==> src/rtl/qla_episode_ctrl.sv <==
// Episode sequencer for the 5x5 gridworld Q-learning core: epsilon-greedy action choice, walls, terminals, timeouts.
// Optional build macro QLA_CTRL_EPS_DECAY_EN: epsilon loads EPS_THRESH at start and decays by 1 per completed episode.
module qla_episode_ctrl #(
  parameter logic [4:0]  START_STATE  = 5'd1,
  parameter logic [15:0] NUM_EPISODES = 16'd100,
  parameter logic [7:0]  EPS_THRESH   = 8'd26,
  parameter logic [15:0] LFSR_SEED    = 16'hACE1
) (
  input  logic               clk,
  input  logic               rst,
  input  logic               start,
  input  logic signed [31:0] Qnext_0,
  input  logic signed [31:0] Qnext_1,
  input  logic signed [31:0] Qnext_2,
  input  logic signed [31:0] Qnext_3,
  output logic [4:0]         current_state,
  output logic [4:0]         next_state,
  output logic [1:0]         act,
  output logic [3:0]         step,
  output logic               decoder_en,
  output logic               busy,
  output logic               done,
  output logic [15:0]        episode_cnt,
  output logic [1:0]         last_outcome
);

  localparam logic [2:0] START_ROW = 3'((32'(START_STATE) - 32'd1) / 32'd5);
  localparam logic [2:0] START_COL = 3'((32'(START_STATE) - 32'd1) % 32'd5);
  localparam logic [4:0] GOAL      = 5'd25;

  typedef enum logic [2:0] {
    S_IDLE, S_FETCH, S_DECIDE, S_UPDATE, S_ADVANCE, S_DONE
  } state_t;

  function automatic logic [15:0] lfsr_step(input logic [15:0] v);
    // Fibonacci form of x^16 + x^14 + x^13 + x^11 + 1, shifting right.
    return {v[0] ^ v[2] ^ v[3] ^ v[5], v[15:1]};
  endfunction

  function automatic logic is_demon(input logic [4:0] s);
    case (s)
      5'd5, 5'd7, 5'd8, 5'd14, 5'd17, 5'd19, 5'd20, 5'd22: return 1'b1;
      default: return 1'b0;
    endcase
  endfunction

  function automatic logic [1:0] argmax4(input logic signed [31:0] a0, input logic signed [31:0] a1,
                                         input logic signed [31:0] a2, input logic signed [31:0] a3);
    logic [1:0]         idx;
    logic signed [31:0] best;
    idx  = 2'd0;
    best = a0;
    if (a1 > best) begin idx = 2'd1; best = a1; end
    if (a2 > best) begin idx = 2'd2; best = a2; end
    if (a3 > best) begin idx = 2'd3; end
    return idx;
  endfunction

  function automatic logic [4:0] rc_to_state(input logic [2:0] r, input logic [2:0] c);
    return 5'({2'b00, r} * 5'd5 + {2'b00, c} + 5'd1);
  endfunction

  state_t             state_q, state_d;
  logic [4:0]         s_q, s_d;
  logic [2:0]         row_q, row_d, col_q, col_d;
  logic [4:0]         sp_q, sp_d;
  logic [2:0]         sp_row_q, sp_row_d, sp_col_q, sp_col_d;
  logic [1:0]         act_q, act_d;
  logic [3:0]         step_q, step_d;
  logic [15:0]        ep_cnt_q, ep_cnt_d;
  logic [1:0]         outcome_q, outcome_d;
  logic [15:0]        lfsr_q, lfsr_d;
  logic signed [31:0] q0_q, q1_q, q2_q, q3_q;
  logic signed [31:0] q0_d, q1_d, q2_d, q3_d;

`ifdef QLA_CTRL_EPS_DECAY_EN
  logic [7:0] eps_q, eps_d;
`endif

  logic [15:0] lfsr_adv;
  logic [7:0]  eps_cur;
  logic [1:0]  act_pick;
  logic [2:0]  mv_row, mv_col;
  logic [15:0] cnt_inc;

  // Decision datapath: explore/exploit choice and wall-clamped move.
  always_comb begin
    lfsr_adv = lfsr_step(lfsr_q);
`ifdef QLA_CTRL_EPS_DECAY_EN
    eps_cur  = eps_q;
`else
    eps_cur  = EPS_THRESH;
`endif
    act_pick = (lfsr_adv[7:0] < eps_cur) ? lfsr_adv[9:8] : argmax4(q0_q, q1_q, q2_q, q3_q);
    mv_row   = row_q;
    mv_col   = col_q;
    case (act_pick)
      2'd0:    if (row_q != 3'd0) mv_row = row_q - 3'd1;
      2'd1:    if (col_q != 3'd4) mv_col = col_q + 3'd1;
      2'd2:    if (row_q != 3'd4) mv_row = row_q + 3'd1;
      default: if (col_q != 3'd0) mv_col = col_q - 3'd1;
    endcase
    cnt_inc = ep_cnt_q + 16'd1;
  end

  always_comb begin
    state_d   = state_q;
    s_d       = s_q;
    row_d     = row_q;
    col_d     = col_q;
    sp_d      = sp_q;
    sp_row_d  = sp_row_q;
    sp_col_d  = sp_col_q;
    act_d     = act_q;
    step_d    = step_q;
    ep_cnt_d  = ep_cnt_q;
    outcome_d = outcome_q;
    lfsr_d    = lfsr_q;
    q0_d      = q0_q;
    q1_d      = q1_q;
    q2_d      = q2_q;
    q3_d      = q3_q;
`ifdef QLA_CTRL_EPS_DECAY_EN
    eps_d     = eps_q;
`endif
    case (state_q)
      S_IDLE: begin
        if (start) begin
          state_d   = S_FETCH;
          ep_cnt_d  = 16'd0;
          outcome_d = 2'd0;
          step_d    = 4'd0;
          s_d       = START_STATE;
          row_d     = START_ROW;
          col_d     = START_COL;
`ifdef QLA_CTRL_EPS_DECAY_EN
          eps_d     = EPS_THRESH;
`endif
        end
      end
      S_FETCH: begin
        q0_d    = Qnext_0;
        q1_d    = Qnext_1;
        q2_d    = Qnext_2;
        q3_d    = Qnext_3;
        state_d = S_DECIDE;
      end
      S_DECIDE: begin
        lfsr_d   = lfsr_adv;
        act_d    = act_pick;
        sp_row_d = mv_row;
        sp_col_d = mv_col;
        sp_d     = rc_to_state(mv_row, mv_col);
        state_d  = S_UPDATE;
      end
      S_UPDATE: begin
        state_d = S_ADVANCE;
      end
      S_ADVANCE: begin
        // Timeout outranks goal, goal outranks demon, matching the reward generator.
        if (step_q == 4'd15 || sp_q == GOAL || is_demon(sp_q)) begin
          if (step_q == 4'd15)   outcome_d = 2'd3;
          else if (sp_q == GOAL) outcome_d = 2'd1;
          else                   outcome_d = 2'd2;
          ep_cnt_d = cnt_inc;
          s_d      = START_STATE;
          row_d    = START_ROW;
          col_d    = START_COL;
          step_d   = 4'd0;
`ifdef QLA_CTRL_EPS_DECAY_EN
          if (eps_q != 8'd0) eps_d = eps_q - 8'd1;
`endif
          state_d  = (cnt_inc == NUM_EPISODES) ? S_DONE : S_FETCH;
        end else begin
          s_d     = sp_q;
          row_d   = sp_row_q;
          col_d   = sp_col_q;
          step_d  = step_q + 4'd1;
          state_d = S_FETCH;
        end
      end
      S_DONE: begin
        state_d = S_IDLE;
      end
      default: state_d = S_IDLE;
    endcase
  end

  always_ff @(posedge clk) begin
    if (rst) begin
      state_q   <= S_IDLE;
      s_q       <= START_STATE;
      row_q     <= START_ROW;
      col_q     <= START_COL;
      sp_q      <= START_STATE;
      sp_row_q  <= START_ROW;
      sp_col_q  <= START_COL;
      act_q     <= 2'd0;
      step_q    <= 4'd0;
      ep_cnt_q  <= 16'd0;
      outcome_q <= 2'd0;
      lfsr_q    <= LFSR_SEED;
`ifdef QLA_CTRL_EPS_DECAY_EN
      eps_q     <= EPS_THRESH;
`endif
    end else begin
      state_q   <= state_d;
      s_q       <= s_d;
      row_q     <= row_d;
      col_q     <= col_d;
      sp_q      <= sp_d;
      sp_row_q  <= sp_row_d;
      sp_col_q  <= sp_col_d;
      act_q     <= act_d;
      step_q    <= step_d;
      ep_cnt_q  <= ep_cnt_d;
      outcome_q <= outcome_d;
      lfsr_q    <= lfsr_d;
`ifdef QLA_CTRL_EPS_DECAY_EN
      eps_q     <= eps_d;
`endif
    end
  end

  // Captured Q values are pure data and need no reset.
  always_ff @(posedge clk) begin
    q0_q <= q0_d;
    q1_q <= q1_d;
    q2_q <= q2_d;
    q3_q <= q3_d;
  end

  assign current_state = s_q;
  assign next_state    = (state_q == S_UPDATE || state_q == S_ADVANCE) ? sp_q : s_q;
  assign act           = act_q;
  assign step          = step_q;
  assign decoder_en    = (state_q == S_UPDATE) & ~rst;
  assign busy          = (state_q != S_IDLE) && (state_q != S_DONE);
  assign done          = (state_q == S_DONE);
  assign episode_cnt   = ep_cnt_q;
  assign last_outcome  = outcome_q;

endmodule

==> config.mk <==
export PLATFORM = sky130hd
export DESIGN_NAME = qla_episode_ctrl
export DESIGN_NICKNAME = d
export VERILOG_FILES = /design/src/rtl/qla_episode_ctrl.sv
export SDC_FILE = /design/constraint.sdc
export NUM_CORES = 1
export LEC_CHECK = 0
export CORE_ASPECT_RATIO = 0.5
export CORE_MARGIN = 4
export CORE_UTILIZATION = 54
export CTS_CLUSTER_SIZE = 8
export DETAILED_ROUTE_END_ITERATION = 10
export PLACE_DENSITY = 0.9
export RECOVER_POWER = 50
export SETUP_SLACK_MARGIN = 0.02
export SKIP_LAST_GASP = 1
export SLEW_MARGIN = 40
export SYNTH_ARGS = -nofsm -noshare
export SYNTH_HDL_FRONTEND = slang
export SYNTH_SLANG_ARGS = --single-unit
==> constraint.sdc <==
create_clock -name clk -period 12.35 [get_ports clk]
set_input_delay 3.0875 -clock clk [delete_from_list [all_inputs] [get_ports clk]]
set_output_delay 3.0875 -clock clk [all_outputs]
set_load 0.01 [all_outputs]
==> impl_metrics.yaml, run 1 <==
route:
  detailedRoute.firstIterationViolations: 985
  drcViolationCount: 0
  dr_total_vias: 8554
  drtPass1Iterations: 6
  routed_wire_length_per_instance_um: 18.8
  drt-total-wl_um: 27000
  antenna_violating_nets_post_route: 0
  via_density: 5.97
worst_setup_path:
  arrival_time_at_the_worst_endpoint_ns: 11.95
  critical_path_class: "flip-flop to flip-flop"
  cp_data_required_time_ns: 12.69
  critical-path-slowest-cell: "sky130_fd_sc_hd__o41ai_2"
  critical_path.max_fanout: 32
  start_kind: "flip-flop"
  worst_setup_path_startpoint: "q1_q[31]$_DFFE_PP_"
  timing.rr.start: "q1_q[31]$_DFFE_PP_"
  cp_slowest_stage_delay_ns: 0.66
  timing.critical_path.to_type: "flip-flop"
final_layout:
  drive_above_1_share_pct: 5.45
  final_core_utilization_pct: 69.1
  final_net_count: 1408
  mostFrequentLayoutCell: "sky130_fd_sc_hd__edfxtp_1"
  area_growth_pct: 24.4
  multiInputGateArea_um2: 4860
  regArea_um2: 5160
  fillCellCount: 1314
  layout_common_cells: "sky130_fd_sc_hd__edfxtp_1, sky130_fd_sc_hd__nand2_1, sky130_fd_sc_hd__clkdlybuf4s50_1"
  antenna-diode-count: 0
cts:
  tritoncts.num_buffers: 17
  clock-root-buffer: "sky130_fd_sc_hd__clkbuf_16"
  post_cts_resized: 0
  clockBufferDepth: 2
  cts_tree: "yes"
  clock_sink_count: 194
  maximum_level_of_the_cts_h_tree: 4
  ctsHoldBuffers: 0
  clk_pin_slew_worst_paths_ns: 0.07
  clk-insertion-delay-late_ns: 0.45
  cts_post_setup_buffers_inserted: 0
pwr:
  finalPower_mw: 1.87
  power.ir.vdd_worst_mv: 0.121
  static-leakage-power_nw: 5.05
  power.density_cell_area_nw_per_um2: 146
global_route:
  grt_pass1_vias: 8637
  groute.usage.overall_pct: 25.1
  maximum_number_of_pins_on_one_net_before_global_route_repair: 89
  grt_antenna_before_repair: 0
  global_route.overflow_total: 0
  grt_pass1_wl_um: 42900
logic_synthesis:
  post_synth_num_cell_types: 72
  postSynthNetCount: 1248
  seq_area_frac_synth_pct: 50.1
  synth_flop_cell: "sky130_fd_sc_hd__edfxtp_1"
  gate_count_after_technology_mapping: 1001
  ys_seq_elements: 194
  average_cell_area_after_synthesis_um2: 10.3
  area_of_the_mapped_netlist_um2: 10300
  postSynth.asyncResetShare_pct: 0
  synth-edff-count: 128
  yosys_warnings: 0
die:
  die_w_um: 203
  io-pin-count: 168
  initial_utilization_pct: 55.5
  core-area_um2: 18600
  die_y_um: 106
  floorplan.die_area_um2: 21500
  fp-row-count: 35
timing:
  worst_slew_pin_slew_ns: 4.68
  timing_max_transition_violations_final: 131
  max_freq_ghz: 0.0861
  timing.final.hold_violations: 0
  finClkSkew_ns: 0.0105
  setup_repair_after_global_routing_missed_its_margin: "no"
  timing.final.setup_violations: 0
  slew_headroom_pct: -212
  timing.final.crit_period_ns: 11.62
  finalSetupTns_ns: 0
  post-route-worst-setup-slack_ns: 0.733
  fin_crit_sh_pct: 94.1
job:
  maxCapViolCount: 2
placed_design:
  global_placer_s_final_weighted_congestion: 0.921
  place_hpwl_um: 19200
  dp_slack_ns: 1.26
  port_buffers: 167
worst_hold_path:
  min-delay-start: "lfsr_q[12]$_SDFFE_PP0P_"
  hold_path.class: "flip-flop to flip-flop"
run_status:
  run_status: "finished with violations"
  violations_in_the_final_reports: "capacitance limit, slew limit"
-- cell type report --
| type | count | area share [%] |
|---|---|---|
| Tap cell | 259 | 2.53 |
| Timing Repair Buffer | 176 | 13.4 |
| Sequential cell | 194 | 40.3 |
| Clock buffer | 19 | 3.37 |
| Inverter | 46 | 1.35 |
| Clock inverter | 13 | 1.17 |
| Multi-Input combinational cell | 726 | 37.9 |
-- kinds of logic (layout without fill, tap and decap cells) --
family	count (synthesis)	in the layout	synth area share (%)
and+or+nand+nor	344	344	15.9
AOI/OAI and AO/OA	238	238	14.2
DFF	194	194	50.1
adders and majority gates	116	116	14.2
buffers and inverters	81	254	2.97
xor gates and xnor gates	18	18	1.53
muxes	10	10	1.06
-- stage by stage --
step / cell area, um^2 / hold slack, ns / instances
after floorplan: 10300 / 0.432 / 1001
after global placement: 12200 / 0.437 / 1400
after detailed placement: 12300 / 0.455 / 1401
after CTS: 12800 / 0.464 / 1433
after global routing: 12800 / 0.490 / 1433
final: 12800 / 0.461 / 1433
-- synthesized netlist by cell type, types with 3 or more instances --
master	number	share of area, %
sky130_fd_sc_hd__a211oi_1	6	0.44
sky130_fd_sc_hd__a21o_1	8	0.58
sky130_fd_sc_hd__a21oi_1	109	5.3
sky130_fd_sc_hd__a221o_1	3	0.29
sky130_fd_sc_hd__a221oi_1	3	0.25
sky130_fd_sc_hd__a22oi_1	14	1.0
sky130_fd_sc_hd__a31oi_1	4	0.24
sky130_fd_sc_hd__and3_1	12	0.73
sky130_fd_sc_hd__and4_1	3	0.25
sky130_fd_sc_hd__buf_1	3	0.11
sky130_fd_sc_hd__clkbuf_1	30	1.1
sky130_fd_sc_hd__dfxtp_1	66	13
sky130_fd_sc_hd__edfxtp_1	128	37
sky130_fd_sc_hd__ha_1	114	14
sky130_fd_sc_hd__inv_1	46	1.7
sky130_fd_sc_hd__mux2_2	7	0.76
sky130_fd_sc_hd__mux2i_1	3	0.29
sky130_fd_sc_hd__nand2_1	122	4.4
sky130_fd_sc_hd__nand2b_1	5	0.30
sky130_fd_sc_hd__nand3_1	18	0.87
sky130_fd_sc_hd__nand3b_1	13	0.95
sky130_fd_sc_hd__nand4_1	19	1.2
sky130_fd_sc_hd__nor2_1	101	3.7
sky130_fd_sc_hd__nor2b_1	8	0.49
sky130_fd_sc_hd__nor3_1	12	0.58
sky130_fd_sc_hd__nor3b_1	6	0.44
sky130_fd_sc_hd__nor4_1	6	0.36
sky130_fd_sc_hd__o211ai_1	4	0.29
sky130_fd_sc_hd__o21ai_0	56	2.7
sky130_fd_sc_hd__o21bai_1	3	0.22
sky130_fd_sc_hd__or3_1	3	0.18
sky130_fd_sc_hd__xnor2_1	12	1.0
sky130_fd_sc_hd__xor2_1	6	0.51
-- state kept, by name, summed over array words and instances (netlist names), named ones only --
signal / cells
q0_q: 32
q1_q: 32
q2_q: 32
q3_q: 32
episode_cnt: 16
lfsr_q: 16
current_state: 5
sp_q: 5
step: 4
col_q: 3
row_q: 3
sp_col_q: 3
sp_row_q: 3
state_q: 3
act: 2
last_outcome: 2
-- power by group --
group | switching, mW | internal, mW
logic | 0.330 | 0.211
clock network | 0.254 | 0.302
registers | 0.0269 | 0.748
total | 0.611 | 1.26
-- critical path, delay by kind of cell (launching register included) --
family	cells	cell delay, ns
buffers and inverters	4	1.09
adder cells (fa/ha/maj)	7	2.55
AND/OR/NAND/NOR	16	4.03
flip-flops	1	0.47
AO/OA/AOI/OAI	14	3.37
-- final timing paths --
path	endpoint	slack (ns)	cells past startpoint
worst max register to register	flip-flop	0.73	41
worst min-delay path	lfsr_q[12]$_SDFFE_PP0P_	0.46	2
worst max-delay path	flip-flop	0.73	41
worst min register to register	lfsr_q[12]$_SDFFE_PP0P_	0.46	2
-- routing by layer --
metal / share of wire, % / track usage (%) / vias to the layer above
met5: 0 / 0 / -
met1: 41 / 32.0 / 4033
li1: - / - / 3983
met3: 7.7 / 4.61 / 90
met4: 3.8 / 11.4 / 0
met2: 48 / 41.8 / 448
(Power assumes the default switching activity.)
==> inputs of run 2 (changes only) <==
--- a/config.mk
+++ b/config.mk
@@ -10,7 +10,7 @@
 export CORE_UTILIZATION = 54
 export CTS_CLUSTER_SIZE = 8
 export DETAILED_ROUTE_END_ITERATION = 10
-export PLACE_DENSITY = 0.9
+export PLACE_DENSITY = 0.82
 export RECOVER_POWER = 50
 export SETUP_SLACK_MARGIN = 0.02
 export SKIP_LAST_GASP = 1
==> impl_metrics.yaml, run 2 (synthesized netlist as in run 1, its figures left out) <==
timing:
  max_freq_ghz: 0.0869
  finClkSkew_ns: 0.0119
  fin_crit_sh_pct: 93.2
  timing.final.crit_period_ns: 11.51
  setup_repair_after_global_routing_missed_its_margin: "no"
  final.hold.worst_slack_ns: 0.452
  worst_slew_pin_slew_ns: 3.44
  finalSetupTns_ns: 0
  timing_max_transition_violations_final: 107
  timing.final.setup_violations: 0
  timing.final.hold_violations: 0
  slew_headroom_pct: -129
pwr:
  power.ir.vdd_worst_mv: 0.111
  static-leakage-power_nw: 5.09
  power.density_cell_area_nw_per_um2: 148
cts:
  cts_tree: "yes"
  clk-insertion-delay-late_ns: 0.45
  clock-root-buffer: "sky130_fd_sc_hd__clkbuf_16"
  clockBufferDepth: 2
  cts_post_setup_buffers_inserted: 0
  clk_pin_slew_worst_paths_ns: 0.07
  post_cts_resized: 0
  maximum_level_of_the_cts_h_tree: 4
  ctsHoldBuffers: 0
  clock_sink_count: 194
  tritoncts.num_buffers: 17
final_layout:
  final_core_utilization_pct: 69.4
  layout_common_cells: "sky130_fd_sc_hd__edfxtp_1, sky130_fd_sc_hd__nand2_1, sky130_fd_sc_hd__clkdlybuf4s50_1"
  final_net_count: 1408
  drive_above_1_share_pct: 5.71
  antenna-diode-count: 0
  mostFrequentLayoutCell: "sky130_fd_sc_hd__edfxtp_1"
  area_growth_pct: 25.0
worst_setup_path:
  critical_path_class: "flip-flop to flip-flop"
  timing.rr.start: "q1_q[26]$_DFFE_PP_"
  cp_slowest_stage_delay_ns: 0.63
  timing.critical_path.to_type: "flip-flop"
  worst_setup_path_startpoint: "q1_q[26]$_DFFE_PP_"
  r2r_slack_ns: 0.84
  crit_cells: 40
  critical_path.n_buffers_inverters: 4
  critical-path-slowest-cell: "sky130_fd_sc_hd__o41ai_2"
  crit_path_top_cell_by_count: "sky130_fd_sc_hd__ha_1"
  arrival_time_at_the_worst_endpoint_ns: 11.84
  reg2regPathDepth: 40
  critical_path.max_fanout: 46
  start_kind: "flip-flop"
  critical-path-top-delay-family: "simple AND/OR/NAND/NOR gates"
  cp_data_required_time_ns: 12.68
route:
  drcViolationCount: 0
  antenna_violating_nets_post_route: 0
  dr_total_vias: 8266
  drt-total-wl_um: 25600
  via_density: 5.77
  routed_wire_length_per_instance_um: 17.9
  drtPass1Iterations: 5
  detailedRoute.firstIterationViolations: 574
global_route:
  grt_pass1_vias: 8432
  maximum_number_of_pins_on_one_net_before_global_route_repair: 90
  grt_antenna_before_repair: 1
  grt_pass1_wl_um: 41100
  global_route.overflow_total: 0
  groute.usage.overall_pct: 24.0
die:
  core-area_um2: 18600
  initial_utilization_pct: 55.5
  die_y_um: 106
  floorplan.die_area_um2: 21500
  fp-row-count: 35
  die_w_um: 203
  io-pin-count: 168
job:
  maxCapViolCount: 2
run_status:
  run_status: "finished with violations"
  violations_in_the_final_reports: "capacitance limit, slew limit"
placed_design:
  global_placer_s_final_weighted_congestion: 0.935
  place_hpwl_um: 18900
  port_buffers: 167
worst_hold_path:
  hold_path.class: "flip-flop to flip-flop"
run 2: metrics by stage:
step                      std cells  setup WS [ns]  instance area, um^2  total power [mW]
after floorplan                1001           1.68                10300              1.14
after global placement         1400           1.57                12200              1.27
after CTS                      1432           1.05                12900              1.90
final                          1433          0.841                12900              1.90
after global routing           1433         0.0993                12900              2.01
after detailed placement       1400           1.13                12300              1.30
run 2: worst register-to-register path: cells and delay by family (launching register included):
| kind | cells | cell delay, ns |
|---|---|---|
| adders and majority gates | 7 | 2.35 |
| AOI/OAI and AO/OA | 13 | 3.12 |
| buffers and inverters | 4 | 1.15 |
| DFF | 1 | 0.42 |
| and+or+nand+nor | 16 | 4.40 |
run 2: layout make-up:
cell class	instances	area, um^2
fill	1359	5680
sequential	194	5160
multi-input combinational	726	4870
timing repair buffer	176	1720
clock buffer	17	425
tap	259	324
clock inverter	15	214
inverter	46	173
run 2: layer usage:
| layer | global-route usage (%) | vias up | part of all wire, % |
|---|---|---|---|
| met5 | 0 | - | 0.051 |
| met4 | 9.91 | 2 | 2.9 |
| met3 | 6.18 | 64 | 6.0 |
| met2 | 42.0 | 295 | 49 |
| met1 | 28.4 | 3925 | 42 |
| li1 | - | 3980 | - |
run 2: worst min path at each step:
stage / from / to / cells past startpoint / slack [ns]
floorplan: lfsr_q[13]$_SDFFE_PP1P_ / lfsr_q[12]$_SDFFE_PP0P_ / 2 / 0.43
global placement: lfsr_q[15]$_SDFFE_PP1P_ / lfsr_q[14]$_SDFFE_PP0P_ / 2 / 0.44
detailed placement: lfsr_q[13]$_SDFFE_PP1P_ / lfsr_q[12]$_SDFFE_PP0P_ / 2 / 0.44
CTS: lfsr_q[13]$_SDFFE_PP1P_ / lfsr_q[12]$_SDFFE_PP0P_ / 2 / 0.45
global route: lfsr_q[13]$_SDFFE_PP1P_ / lfsr_q[12]$_SDFFE_PP0P_ / 2 / 0.46
finish: lfsr_q[13]$_SDFFE_PP1P_ / lfsr_q[12]$_SDFFE_PP0P_ / 2 / 0.45
run 2: power breakdown:
| part | total, mW | internal, mW | switching, mW |
|---|---|---|---|
| logic | 0.531 | 0.209 | 0.322 |
| clock network | 0.599 | 0.330 | 0.268 |
| registers | 0.772 | 0.746 | 0.0263 |
